$ cat src/rtl/kernel.sv
// Sliding-window kernel: accepts one pixel column per transfer and presents a
// BLOCK_HEIGHT x BLOCK_WIDTH window that advances with stride one.
module kernel #(
   parameter int DATA_WIDTH   = 8,
   parameter int BLOCK_HEIGHT = 3,
   parameter int BLOCK_WIDTH  = 3,
   localparam int INPUT_WIDTH  = DATA_WIDTH * BLOCK_HEIGHT,
   localparam int OUTPUT_WIDTH = BLOCK_WIDTH * BLOCK_HEIGHT * DATA_WIDTH
) (
   input  logic                    clk,
   input  logic                    rst,
   input  logic [INPUT_WIDTH-1:0]  in_pixels,
   input  logic [BLOCK_HEIGHT-1:0] in_valid,
   output logic [BLOCK_HEIGHT-1:0] in_ready,
   output logic [OUTPUT_WIDTH-1:0] out_pixels,
   output logic [BLOCK_HEIGHT-1:0] out_valid,
   input  logic [BLOCK_HEIGHT-1:0] out_ready,
   output logic                    kernel_valid
);

   localparam int CNT_W = $clog2(BLOCK_WIDTH + 1);
   localparam logic [CNT_W-1:0] FULL = CNT_W'(BLOCK_WIDTH);

   logic [OUTPUT_WIDTH-1:0] r_window;
   logic [CNT_W-1:0]        r_cnt;
   logic [OUTPUT_WIDTH-1:0] w_nextWindow;
   logic                    w_full;
   logic                    w_space;
   logic                    w_inFire;
   logic                    w_outFire;

   assign w_full    = (r_cnt == FULL);
   assign w_outFire = w_full & (&out_ready);
   assign w_space   = ~w_full | (&out_ready);
   // A column moves only when every row lane offers a pixel at once.
   assign w_inFire  = (&in_valid) & w_space & ~rst;

   assign in_ready     = {BLOCK_HEIGHT{w_inFire}};
   assign kernel_valid = w_full;
   assign out_valid    = {BLOCK_HEIGHT{w_full}};
   assign out_pixels   = r_window;

   genvar gr, gc;
   generate
      for (gr = 0; gr < BLOCK_HEIGHT; gr++) begin : g_row
         for (gc = 0; gc < BLOCK_WIDTH; gc++) begin : g_col
            if (gc == BLOCK_WIDTH - 1) begin : g_newest
               assign w_nextWindow[(gr*BLOCK_WIDTH+gc)*DATA_WIDTH +: DATA_WIDTH] =
                  in_pixels[gr*DATA_WIDTH +: DATA_WIDTH];
            end else begin : g_shift
               assign w_nextWindow[(gr*BLOCK_WIDTH+gc)*DATA_WIDTH +: DATA_WIDTH] =
                  r_window[(gr*BLOCK_WIDTH+gc+1)*DATA_WIDTH +: DATA_WIDTH];
            end
         end
      end
   endgenerate

   always_ff @(posedge clk) begin
      if (rst) begin
         r_window <= '0;
      end else if (w_inFire) begin
         r_window <= w_nextWindow;
      end
   end

   // Consuming a window leaves the last BLOCK_WIDTH-1 columns as the start of
   // the next one, so a drain without refill drops to FULL-1 rather than zero.
   always_ff @(posedge clk) begin
      if (rst) begin
         r_cnt <= '0;
      end else begin
         case ({w_inFire, w_outFire})
            2'b10:   r_cnt <= r_cnt + 1'b1;
            2'b01:   r_cnt <= FULL - 1'b1;
            default: r_cnt <= r_cnt;
         endcase
      end
   end

endmodule

$ cat config.mk
export PLATFORM = sky130hd
export DESIGN_NAME = kernel
export DESIGN_NICKNAME = d
export VERILOG_FILES = /design/src/rtl/kernel.sv
export SDC_FILE = /design/constraint.sdc
export NUM_CORES = 1
export LEC_CHECK = 0
export ABC_AREA = 1
export CORE_MARGIN = 5
export CORE_UTILIZATION = 46
export DETAILED_ROUTE_END_ITERATION = 6
export PLACE_DENSITY = 0.8
export SLEW_MARGIN = 5
export SYNTH_ARGS = -nofsm -noshare
export SYNTH_HDL_FRONTEND = slang
export SYNTH_SLANG_ARGS = --single-unit
export TNS_END_PERCENT = 30
$ cat constraint.sdc
create_clock -name clk -period 2.5 [get_ports clk]
set_input_delay 0.75 -clock clk [delete_from_list [all_inputs] [get_ports clk]]
set_output_delay 0.75 -clock clk [all_outputs]
set_load 0.03 [all_outputs]
==> parameters.txt, run 1 <==
Parameter                              Value

Status
  Result of the run    finished clean

Routing
  Drt drc    0
  Average wire per standard cell    12.1 um
  Post-DR vias/cell    4.70
  Post-route antenna net violation count    0
  Detailed-route via count    3236
  Detailed Route WL    8340 um
  Detailed router's first-iteration violation count    155
  First drt pass iteration count    5

Yosys
  Number of standard cells after synthesis    496
  Warning count from the yosys run    0
  Area leader, netlist    sky130_fd_sc_hd__dfxtp_1
  Post-Synthesis Cell Area    3360 um^2
  Seq/Total Area, Yosys    44.1%
  Distinct cell type count of the synthesized netlist    15
  Post-Synthesis Net Count    530
  Post-synth top area share    44.1%
  Average cell area after synthesis    6.78 um^2
  Synth Register Bits    74
  Biggest area contributors in the synthesized netlist    sky130_fd_sc_hd__dfxtp_1, sky130_fd_sc_hd__a21oi_1, sky130_fd_sc_hd__nand3_1

Clock network
  Post-CTS setup buffer count    0
  Clock tree from TritonCTS    done
  Largest buffer count on any clock path    2
  Clock-pin transition on the worst setup and hold timing paths    0.08 ns
  Clock latency on the worst-skew pair    0.34 ns
  Post-CTS Hold Buffers    0
  Clock buffers created by TritonCTS    9
  Count of H-tree levels built during CTS    3
  Number of sinks on the clock net    74
  Root buffer cell    sky130_fd_sc_hd__clkbuf_8

Setup path
  Logic depth of the worst register-to-register path    7
  Worst-path maximum fanout    3
  Type of the worst setup path    in2out
  Required time reported for the critical path endpoint    1.75 ns
  Worst Setup Start Kind    primary input
  Data arrival time at the worst-slack endpoint    1.69 ns
  Kind of end point of the critical path    primary output

Finish
  Fraction of final layout cells sized beyond drive strength 1    6.11%
  Total number of nets in the final design    618
  Area growth from synthesis to layout    40.4%
  Sequential cell area in the final layout    1480 um^2
  Combined area of the multi-input logic cells    1370 um^2
  Final Util    65.8%
  Final standard cell area without fillers    4720 um^2
  Count of antenna diodes in the layout    0
  Number of fill cells    647

Global routing
  Most heavily used metal layer in global routing    met2
  Met1 routing resource usage after global routing    23.4%
  Maximum number of pins on one net before global-route repair    110
  Global-route wire length before repair    13000 um
  Global-route met2 utilization    28.8%
  Initial antenna violation count    0
  Via count of the first global-routing pass    2748
  Overflow after GRT    0
  Met3 routing resource usage after global routing    4.66%
  Total routing resource utilization after global routing    18.1%

Timing
  Least-Margin Pin Slew    0.740 ns
  Fin Clk Skew    0.00532 ns
  Final Hold Fails    0
  Fmax achieved    0.409 GHz
  Slew headroom    50.7%
  Period Utilization, post-route    97.7%
  Minimum period implied by the final worst setup slack    2.44 ns
  Unrepaired setup endpoints after global routing    false
  Pins over their slew limit    0
  Final setup fails    0

Floorplanning
  Die Footprint    9120 um^2
  Effective utilization at floorplan    46.9%
  Top-Level Pins    111
  Chip height    95.5 um
  Area of the core    7180 um^2
  Width of the die    95.5 um
  Number of rows created at floorplan    31

Place
  Total of buffers placed on input and output ports    110
  Routability congestion estimate    0.741
  HPWL after DPL    5360 um
  Placed cell areas    4440 um^2

Power
  Pwr dens    579 nW/um^2
  Max VDD drop    0.361 mV
  Static power due to leakage    2.00 nW

Min path
  Cell depth of the worst min-delay path    2
  Tightest Hold Check Type    reg2reg

Flow run
  Number of violations of the max-capacitance limit    0
worst paths after layout:
kind / start / slack (ns) / to
setup / recovery: out_ready[0] / 0.06 / in_ready[1]
hold / removal: out_pixels[51]$_SDFFE_PP0P_ / 0.48 / out_pixels[51]$_SDFFE_PP0P_
setup reg to reg: r_cnt[0]$_SDFFE_PP0P_ / 0.76 / out_pixels[36]$_SDFFE_PP0P_
hold reg to reg: out_pixels[51]$_SDFFE_PP0P_ / 0.48 / out_pixels[51]$_SDFFE_PP0P_
metrics by stage:
| step | power (mW) | setup slack [ns] | setup TNS, ns | cells | hold WS, ns |
|---|---|---|---|---|---|
| 6_report | 2.73 | 0.0569 | 0 | 688 | 0.484 |
| 5_1_grt | 2.85 | 0.00186 | 0 | 688 | 0.509 |
| 4_1_cts | 2.76 | 0.000301 | 0 | 688 | 0.488 |
| 3_5_place_dp | 1.65 | -0.0624 | -0.185 | 672 | 0.470 |
| 3_3_place_gp | 1.64 | -0.0568 | -0.169 | 672 | 0.463 |
| 2_1_floorplan | 1.49 | 0.0344 | 0 | 496 | 0.458 |
layout by cell type, fill, tap and decap left out, types with 2 or more instances in the layout:
| cell | Yosys | layout |
|---|---|---|
| sky130_fd_sc_hd__nand2_1 | 76 | 73 |
| sky130_fd_sc_hd__clkinv_2 | 0 | 2 |
| sky130_fd_sc_hd__clkdlybuf4s50_1 | 0 | 100 |
| sky130_fd_sc_hd__dfxtp_1 | 74 | 74 |
| sky130_fd_sc_hd__dlymetal6s2s_1 | 0 | 7 |
| sky130_fd_sc_hd__nand2_2 | 0 | 2 |
| sky130_fd_sc_hd__buf_12 | 0 | 2 |
| sky130_fd_sc_hd__clkbuf_8 | 0 | 9 |
| sky130_fd_sc_hd__buf_6 | 6 | 3 |
| sky130_fd_sc_hd__inv_2 | 1 | 2 |
| sky130_fd_sc_hd__bufinv_16 | 0 | 3 |
| sky130_fd_sc_hd__a21oi_1 | 74 | 74 |
| sky130_fd_sc_hd__buf_4 | 6 | 8 |
| sky130_fd_sc_hd__clkinv_4 | 0 | 2 |
| sky130_fd_sc_hd__nand3_1 | 73 | 72 |
| sky130_fd_sc_hd__nor2_1 | 77 | 77 |
| sky130_fd_sc_hd__ha_1 | 2 | 2 |
| sky130_fd_sc_hd__inv_1 | 74 | 73 |
report_power, final:
group / switching (mW) / internal, mW
Clock: 0.450 / 0.663
Combinational: 0.202 / 0.169
Sequential: 0.0292 / 1.22
Yosys cell counts:
| library cell | count |
|---|---|
| sky130_fd_sc_hd__a21oi_1 | 74 |
| sky130_fd_sc_hd__buf_6 | 6 |
| sky130_fd_sc_hd__ha_1 | 2 |
| sky130_fd_sc_hd__inv_2 | 1 |
| sky130_fd_sc_hd__clkbuf_1 | 11 |
| sky130_fd_sc_hd__nor2_4 | 1 |
| sky130_fd_sc_hd__nor3_1 | 1 |
| sky130_fd_sc_hd__nand2_1 | 76 |
| sky130_fd_sc_hd__buf_1 | 5 |
| sky130_fd_sc_hd__buf_4 | 6 |
| sky130_fd_sc_hd__dfxtp_1 | 74 |
| sky130_fd_sc_hd__nand3_1 | 73 |
| sky130_fd_sc_hd__buf_2 | 15 |
| sky130_fd_sc_hd__inv_1 | 74 |
| sky130_fd_sc_hd__nor2_1 | 77 |
area by class of cell:
cell class	instances	area share (%)
multi-input combinational	304	29.0
sequential	74	31.4
timing repair buffer	120	25.9
tap	99	2.62
clock buffer	9	2.62
clock inverter	7	2.49
inverter	75	5.97
flip-flops by register name, summed over array words and instances (netlist names):
| name | flops |
|---|---|
| r_cnt | 2 |
| out_pixels | 72 |
worst max-delay path, stage by stage:
cell	delay (ns)
sky130_fd_sc_hd__clkdlybuf4s50_1	0.47
sky130_fd_sc_hd__nand3_2	0.11
sky130_fd_sc_hd__nand2_4	0.08
sky130_fd_sc_hd__nand2_2	0.06
sky130_fd_sc_hd__inv_2	0.09
sky130_fd_sc_hd__buf_6	0.13
kinds of logic (layout without fill, tap and decap cells):
group	count (synthesis)	after routing	synth area share, %
and+or+nand+nor	228	228	28.4
DFF	74	74	44.1
adders and majority gates	2	2	0.744
buffers and inverters	118	211	15.7
AOI/OAI and AO/OA	74	74	11.0
layer usage:
| metal | routed length (um) | part of all wire (%) | vias to the layer above |
|---|---|---|---|
| met3 | 540 | 6.5 | 8 |
| met5 | 0 | 0 | - |
| met1 | 3780 | 45 | 1436 |
| met4 | 118 | 1.4 | 0 |
| met2 | 3900 | 47 | 82 |
| li1 | - | - | 1710 |
what timing repair did:
item                       4_1_cts  5_1_grt
setup endpoints to repair        3        7
resized for setup                5        9
pin swaps                        0        2
(Power assumes the default switching activity.)
==> run 2, diff against run 1 <==
Settings changed: CORE_MARGIN 5 to not set, CORE_UTILIZATION 46 to 49, PLACE_DENSITY 0.8 to 0.85.
Clock period 2.5 ns to 3.1 ns, I/O delays scaled along.
==> run 2 against run 1 <==
Against the previous run: the flow now finishes with violations (DRC); worst hold slack gained 0.0011 ns; register-to-register slack gained 0.74 ns; clock skew rose by 0.0014 ns; critical endpoint is now in_ready[2]; largest cell class unchanged; highest routed layer unchanged.
==> parameters.txt, run 2 (synthesis results as in run 1) <==
Parameter                              Value

Finish
  Final Util    71.5%
  Total number of nets in the final design    611
  Number of fill cells    539
  Number of flip-flops under the largest register name    72
  Final standard cell area without fillers    4640 um^2
  Fraction of final layout cells sized beyond drive strength 1    4.30%
  Commonest non-fill, non-tap cell in the layout    sky130_fd_sc_hd__clkdlybuf4s50_1
  Count of antenna diodes in the layout    0
  Area growth from synthesis to layout    38.1%
  Commonest cells after routing, fill and taps aside    sky130_fd_sc_hd__clkdlybuf4s50_1, sky130_fd_sc_hd__nor2_1, sky130_fd_sc_hd__nand2_1

Power
  Static power due to leakage    1.88 nW
  Fraction of power consumed by combinational cells    12.6%
  Sw frac    23.2%
  Part of the power in registers    42.9%
  Max VDD drop    0.299 mV
  Cell-internal power    1.80 mW
  Switching power summed over all nets    545 uW
  Total Power Consumption    2.34 mW
  Proportion of power drawn by the clock network    44.5%
  Pwr dens    505 nW/um^2

Floorplanning
  Chip height    84.8 um
  Top-Level Pins    111
  Effective utilization at floorplan    51.8%
  Die Footprint    7200 um^2
  Number of rows created at floorplan    29
  Width of the die    84.8 um
  Area of the core    6490 um^2

Min path
  Hold Crit Endpoint    out_pixels[51]$_SDFFE_PP0P_
  Tightest Hold Check Type    reg2reg
  Cell depth of the worst min-delay path    2
  Worst Hold Launch    out_pixels[51]$_SDFFE_PP0P_

Setup path
  Type of the worst setup path    in2out
  Worst-path maximum fanout    3
  Worst setup path start    rst
  Beginning of the worst register-to-register path    r_cnt[0]$_SDFFE_PP0P_
  Logic depth of the worst register-to-register path    6
  Endpoint of the worst-slack reg-to-reg timing path    out_pixels[36]$_SDFFE_PP0P_
  Required time reported for the critical path endpoint    2.17 ns
  Data arrival time at the worst-slack endpoint    2.03 ns
  Worst Setup Start Kind    primary input
  Kind of end point of the critical path    primary output
  Register-to-register setup slack    1.50 ns

Routing
  Detailed Route WL    7790 um
  Average wire per standard cell    11.8 um
  Detailed-route via count    3247
  Post-route antenna net violation count    0
  Post-DR vias/cell    4.93
  First drt pass iteration count    7
  Drt drc    9
  Detailed router's first-iteration violation count    133

Timing
  Pins over their slew limit    0
  Worst Hold Slack    0.485 ns
  Least-Margin Pin Slew    0.723 ns
  Fin Clk Skew    0.00676 ns
  Slew headroom    51.8%
  Period Utilization, post-route    95.5%
  Final Hold Fails    0
  Setup TNS    0 ns
  Minimum period implied by the final worst setup slack    2.96 ns
  Final setup fails    0
  Unrepaired setup endpoints after global routing    false
  Fmax achieved    0.338 GHz

Clock network
  Post-CTS setup buffer count    0
  Root buffer cell    sky130_fd_sc_hd__clkbuf_8
  Number of sinks on the clock net    74
  Clock tree from TritonCTS    done
  Clock latency on the worst-skew pair    0.35 ns
  Count of H-tree levels built during CTS    3
  Number of gates resized after CTS    0
  Largest buffer count on any clock path    2
  Clock-pin transition on the worst setup and hold timing paths    0.08 ns
  Clock buffers created by TritonCTS    9
  Post-CTS Hold Buffers    0

Status
  Violated checks    DRC
  Result of the run    finished, violations left

Place
  HPWL after DPL    4720 um
  Routability congestion estimate    0.747
  Total of buffers placed on input and output ports    110
  Placed cell areas    4360 um^2

Global routing
  Via count of the first global-routing pass    2781
  Maximum number of pins on one net before global-route repair    145
  Overflow after GRT    0
  Initial antenna violation count    0
  Total routing resource utilization after global routing    21.9%
  Global-route wire length before repair    12600 um

Flow run
  Number of violations of the max-capacitance limit    0
==> run 2: cell types whose count changed in the layout (fill, tap and decap cells not counted), moves of 2 or more <==
| cell | previous run | this run |
|---|---|---|
| sky130_fd_sc_hd__buf_4 | 8 | 4 |
| sky130_fd_sc_hd__dlymetal6s2s_1 | 7 | 0 |
| sky130_fd_sc_hd__nand2_2 | 2 | 0 |
| sky130_fd_sc_hd__nand2_1 | 73 | 75 |
| sky130_fd_sc_hd__clkinv_4 | 2 | 0 |
| sky130_fd_sc_hd__clkbuf_8 | 9 | 12 |
| sky130_fd_sc_hd__clkdlybuf4s50_1 | 100 | 107 |
| sky130_fd_sc_hd__buf_6 | 3 | 0 |
| sky130_fd_sc_hd__clkinv_2 | 2 | 0 |
==> run 2: area by class of cell <==
type	instances	area [um^2]	share of cell area, %
Inverter	75	282	6.06
Tap cell	77	96.3	2.07
Sequential cell	74	1480	31.9
Clock buffer	12	165	3.56
Clock inverter	4	120	2.59
Multi-Input combinational cell	304	1360	29.3
Timing Repair Buffer	113	1140	24.6
==> run 2: metrics by stage <==
| step | setup slack [ns] | instances |
|---|---|---|
| CTS | 0.115 | 659 |
| global placement | 0.153 | 643 |
| floorplan | 0.274 | 496 |
| detailed placement | 0.119 | 643 |
| global route | 0.0349 | 659 |
| finish | 0.139 | 659 |
==> run 2: worst max-delay path, stage by stage <==
cell and delay [ns]:
sky130_fd_sc_hd__clkdlybuf4s50_1 0.46, sky130_fd_sc_hd__inv_2 0.08, sky130_fd_sc_hd__nand2_1 0.08, sky130_fd_sc_hd__nor2_4 0.12
sky130_fd_sc_hd__nand2_1 0.08, sky130_fd_sc_hd__inv_1 0.10, sky130_fd_sc_hd__buf_4 0.17
==> run 2: routing by layer <==
layer | GRT usage, % | vias up | share of wire (%)
li1 | - | 1698 | -
met1 | 27.9 | 1447 | 45
met2 | 35.8 | 92 | 48
met5 | 0 | - | 0
met3 | 5.35 | 10 | 5.7
met4 | 9.24 | 0 | 1.7
==> run 2: how the worst max path moves through the flow <==
stage                  end  slack (ns)  cells past startpoint
6_report       in_ready[2]        0.14                      7
5_1_grt        in_ready[2]        0.03                      7
4_1_cts        in_ready[2]        0.11                      7
3_5_place_dp   in_ready[2]        0.12                      6
3_3_place_gp   in_ready[0]        0.15                      6
2_1_floorplan  in_ready[0]        0.27                      7
==> run 2: power groups by stage <==
stage	clock network (mW)	registers, mW	logic [mW]
3_3_place_gp	0	1.03	0.291
2_1_floorplan	0	1.09	0.118
3_5_place_dp	0	1.03	0.296
5_1_grt	1.10	1.01	0.325
6_report	1.04	1.01	0.296
4_1_cts	1.05	1.01	0.298
==> run 3, diff against run 2 <==
Settings changed: CORE_UTILIZATION 49 to 67, DONT_BUFFER_PORTS set to 1, GPL_TIMING_DRIVEN set to 0, PLACE_DENSITY 0.85 to 0.83, REMOVE_ABC_BUFFERS set to 1.
==> run 3 against run 2 <==
Against the previous run: global-route usage is 2.5 points higher; register-to-register slack worse by 0.38 ns; sequential share of layout area is 9.2 points higher; critical endpoint is now in_ready[0]; fmax is 1.4% lower; routed wire length is 14% lower; flip-flop and latch count stayed put; the run now ends clean; largest cell class unchanged.
==> parameters.txt, run 3 (synthesis results as in run 1) <==
Parameter                              Value

Routing
  Detailed Route WL    6720 um
  First drt pass iteration count    4
  Drt drc    0
  Detailed-route via count    2884
  Average wire per standard cell    12.4 um
  Post-route antenna net violation count    0
  Post-DR vias/cell    5.31
  Detailed router's first-iteration violation count    190

Place
  HPWL after DPL    3760 um
  Total of buffers placed on input and output ports    0
  Routability congestion estimate    0.688
  Placed cell areas    3310 um^2
  Number of placed instances with taps included    524
  Pre-CTS setup slack    -1.48 ns

Global routing
  Global-route wire length before repair    10100 um
  Via count of the first global-routing pass    2306
  Initial antenna violation count    0
  Overflow after GRT    0
  Maximum number of pins on one net before global-route repair    82
  Total routing resource utilization after global routing    24.4%

Timing
  Final WS setup    0.0973 ns
  Unrepaired setup endpoints after global routing    false
  Least-Margin Pin Slew    0.717 ns
  Pins over their slew limit    0
  Final setup fails    0
  Period Utilization, post-route    96.9%
  Slew headroom    52.2%
  Fmax achieved    0.333 GHz
  Fin Clk Skew    0.0101 ns
  Worst Hold Slack    0.547 ns
  Final Hold Fails    0
  Minimum period implied by the final worst setup slack    3.00 ns

Power
  Cell-internal power    1.51 mW
  Switching power summed over all nets    509 uW
  Static power due to leakage    1.47 nW
  Sw frac    25.2%
  Fraction of power consumed by combinational cells    6.7%
  Part of the power in registers    53.1%
  Pwr dens    560 nW/um^2
  Proportion of power drawn by the clock network    40.2%
  Max VDD drop    0.366 mV

Finish
  Total number of nets in the final design    505
  Area growth from synthesis to layout    7.26%
  Commonest cells after routing, fill and taps aside    sky130_fd_sc_hd__nor2_1, sky130_fd_sc_hd__nand2_1, sky130_fd_sc_hd__a21oi_1, sky130_fd_sc_hd__dfxtp_1
  Layout Cells excl Fill    543
  Fraction of final layout cells sized beyond drive strength 1    5.88%
  Commonest non-fill, non-tap cell in the layout    sky130_fd_sc_hd__nor2_1
  Final standard cell area without fillers    3610 um^2
  Count of antenna diodes in the layout    0
  Number of flip-flops under the largest register name    72

Setup path
  Worst-path maximum fanout    33
  Kind of cell with the highest combined delay on the critical path    simple AND/OR/NAND/NOR gates
  Data arrival time at the worst-slack endpoint    2.07 ns
  Critical path, cell by cell    nand3_1 -> nand2_8 -> nand2_1 -> clkinvlp_4
  Worst Setup Start Kind    primary input
  Kind of end point of the critical path    primary output
  Required time reported for the critical path endpoint    2.17 ns
  Max stage delay on crit path    0.41 ns
  Register-to-register setup slack    1.12 ns
  Worst path slowest cell    sky130_fd_sc_hd__clkinvlp_4
  Type of the worst setup path    in2out
  CP Buf/Inv Count    1

Clock network
  Clock buffers created by TritonCTS    9
  Post-CTS Hold Buffers    0
  Root buffer cell    sky130_fd_sc_hd__clkbuf_8
  Largest buffer count on any clock path    2
  Count of H-tree levels built during CTS    3
  Number of sinks on the clock net    74
  Clock latency on the worst-skew pair    0.34 ns
  Clock-pin transition on the worst setup and hold timing paths    0.07 ns
  Clock tree from TritonCTS    done

Floorplanning
  Chip height    72.8 um
  Top-Level Pins    111
  Effective utilization at floorplan    70.2%
  Die Footprint    5300 um^2
  Area of the core    4790 um^2
  Number of rows created at floorplan    25
  Width of the die    72.8 um

Status
  Result of the run    finished clean

Min path
  Tightest Hold Check Type    reg2reg

Flow run
  Number of violations of the max-capacitance limit    0
-- run 3: cell count changes in the layout (fill, tap and decap cells not counted), moves of 2 or more --
cell	delta
sky130_fd_sc_hd__bufinv_16	-2
sky130_fd_sc_hd__clkinv_2	+2
sky130_fd_sc_hd__clkbuf_8	-2
sky130_fd_sc_hd__buf_16	+3
sky130_fd_sc_hd__buf_4	-3
sky130_fd_sc_hd__clkdlybuf4s50_1	-107
sky130_fd_sc_hd__clkinvlp_4	+2
-- run 3: timing repair --
item                                    CTS  global route
gates resized for setup                  10             1
buffers inserted                          1             0
cloned                                    1             1
pin swaps                                 1             2
endpoints found under the setup margin   44             3
-- run 3: metrics by stage --
stage | TNS [ns] | total power [mW] | utilization (%)
after floorplan | -88.55 | 1.19 | -
after global placement | -154.58 | 1.22 | 66.8
after detailed placement | -29.67 | 1.23 | 69.1
after CTS | 0 | 2.04 | 74.9
after global routing | 0 | 2.10 | 75.3
final | 0 | 2.02 | 75.3
-- run 3: tightest hold or removal path, stage by stage, from the launching register on --
cell                      delay [ns]
sky130_fd_sc_hd__dfxtp_1        0.34
sky130_fd_sc_hd__a21oi_1        0.13
sky130_fd_sc_hd__nor2_1         0.04
-- run 3: final timing paths --
kind / start / endpoint / cells past startpoint
max: out_ready[1] / in_ready[0] / 4
min: r_cnt[1]$_SDFFE_PP0P_ / r_cnt[1]$_SDFFE_PP0P_ / 2
max reg2reg: r_cnt[0]$_SDFFE_PP0P_ / r_cnt[0]$_SDFFE_PP0P_ / 7
min reg2reg: r_cnt[1]$_SDFFE_PP0P_ / r_cnt[1]$_SDFFE_PP0P_ / 2
-- run 3: power groups by stage --
stage | logic, mW | clock network (mW) | registers, mW
after global placement | 0.122 | 0 | 1.09
after detailed placement | 0.132 | 0 | 1.09
after floorplan | 0.108 | 0 | 1.09
final | 0.135 | 0.811 | 1.07
after global routing | 0.156 | 0.869 | 1.08
after CTS | 0.135 | 0.831 | 1.07
-- run 3: cell type report --
class / instances / area, um^2
Sequential cell: 74 / 1480
Tap cell: 67 / 83.8
Inverter: 75 / 312
Multi-Input combinational cell: 306 / 1400
Clock inverter: 5 / 77.6
Clock buffer: 11 / 141
Timing Repair Buffer: 5 / 110
Fill cell: 367 / 1180
-- run 3: metal layers --
layer  share of wire, %  track usage (%)
met5                  0                0
met4                1.7             12.0
met3                8.0             6.22
met2                 47             40.8
met1                 43             29.3
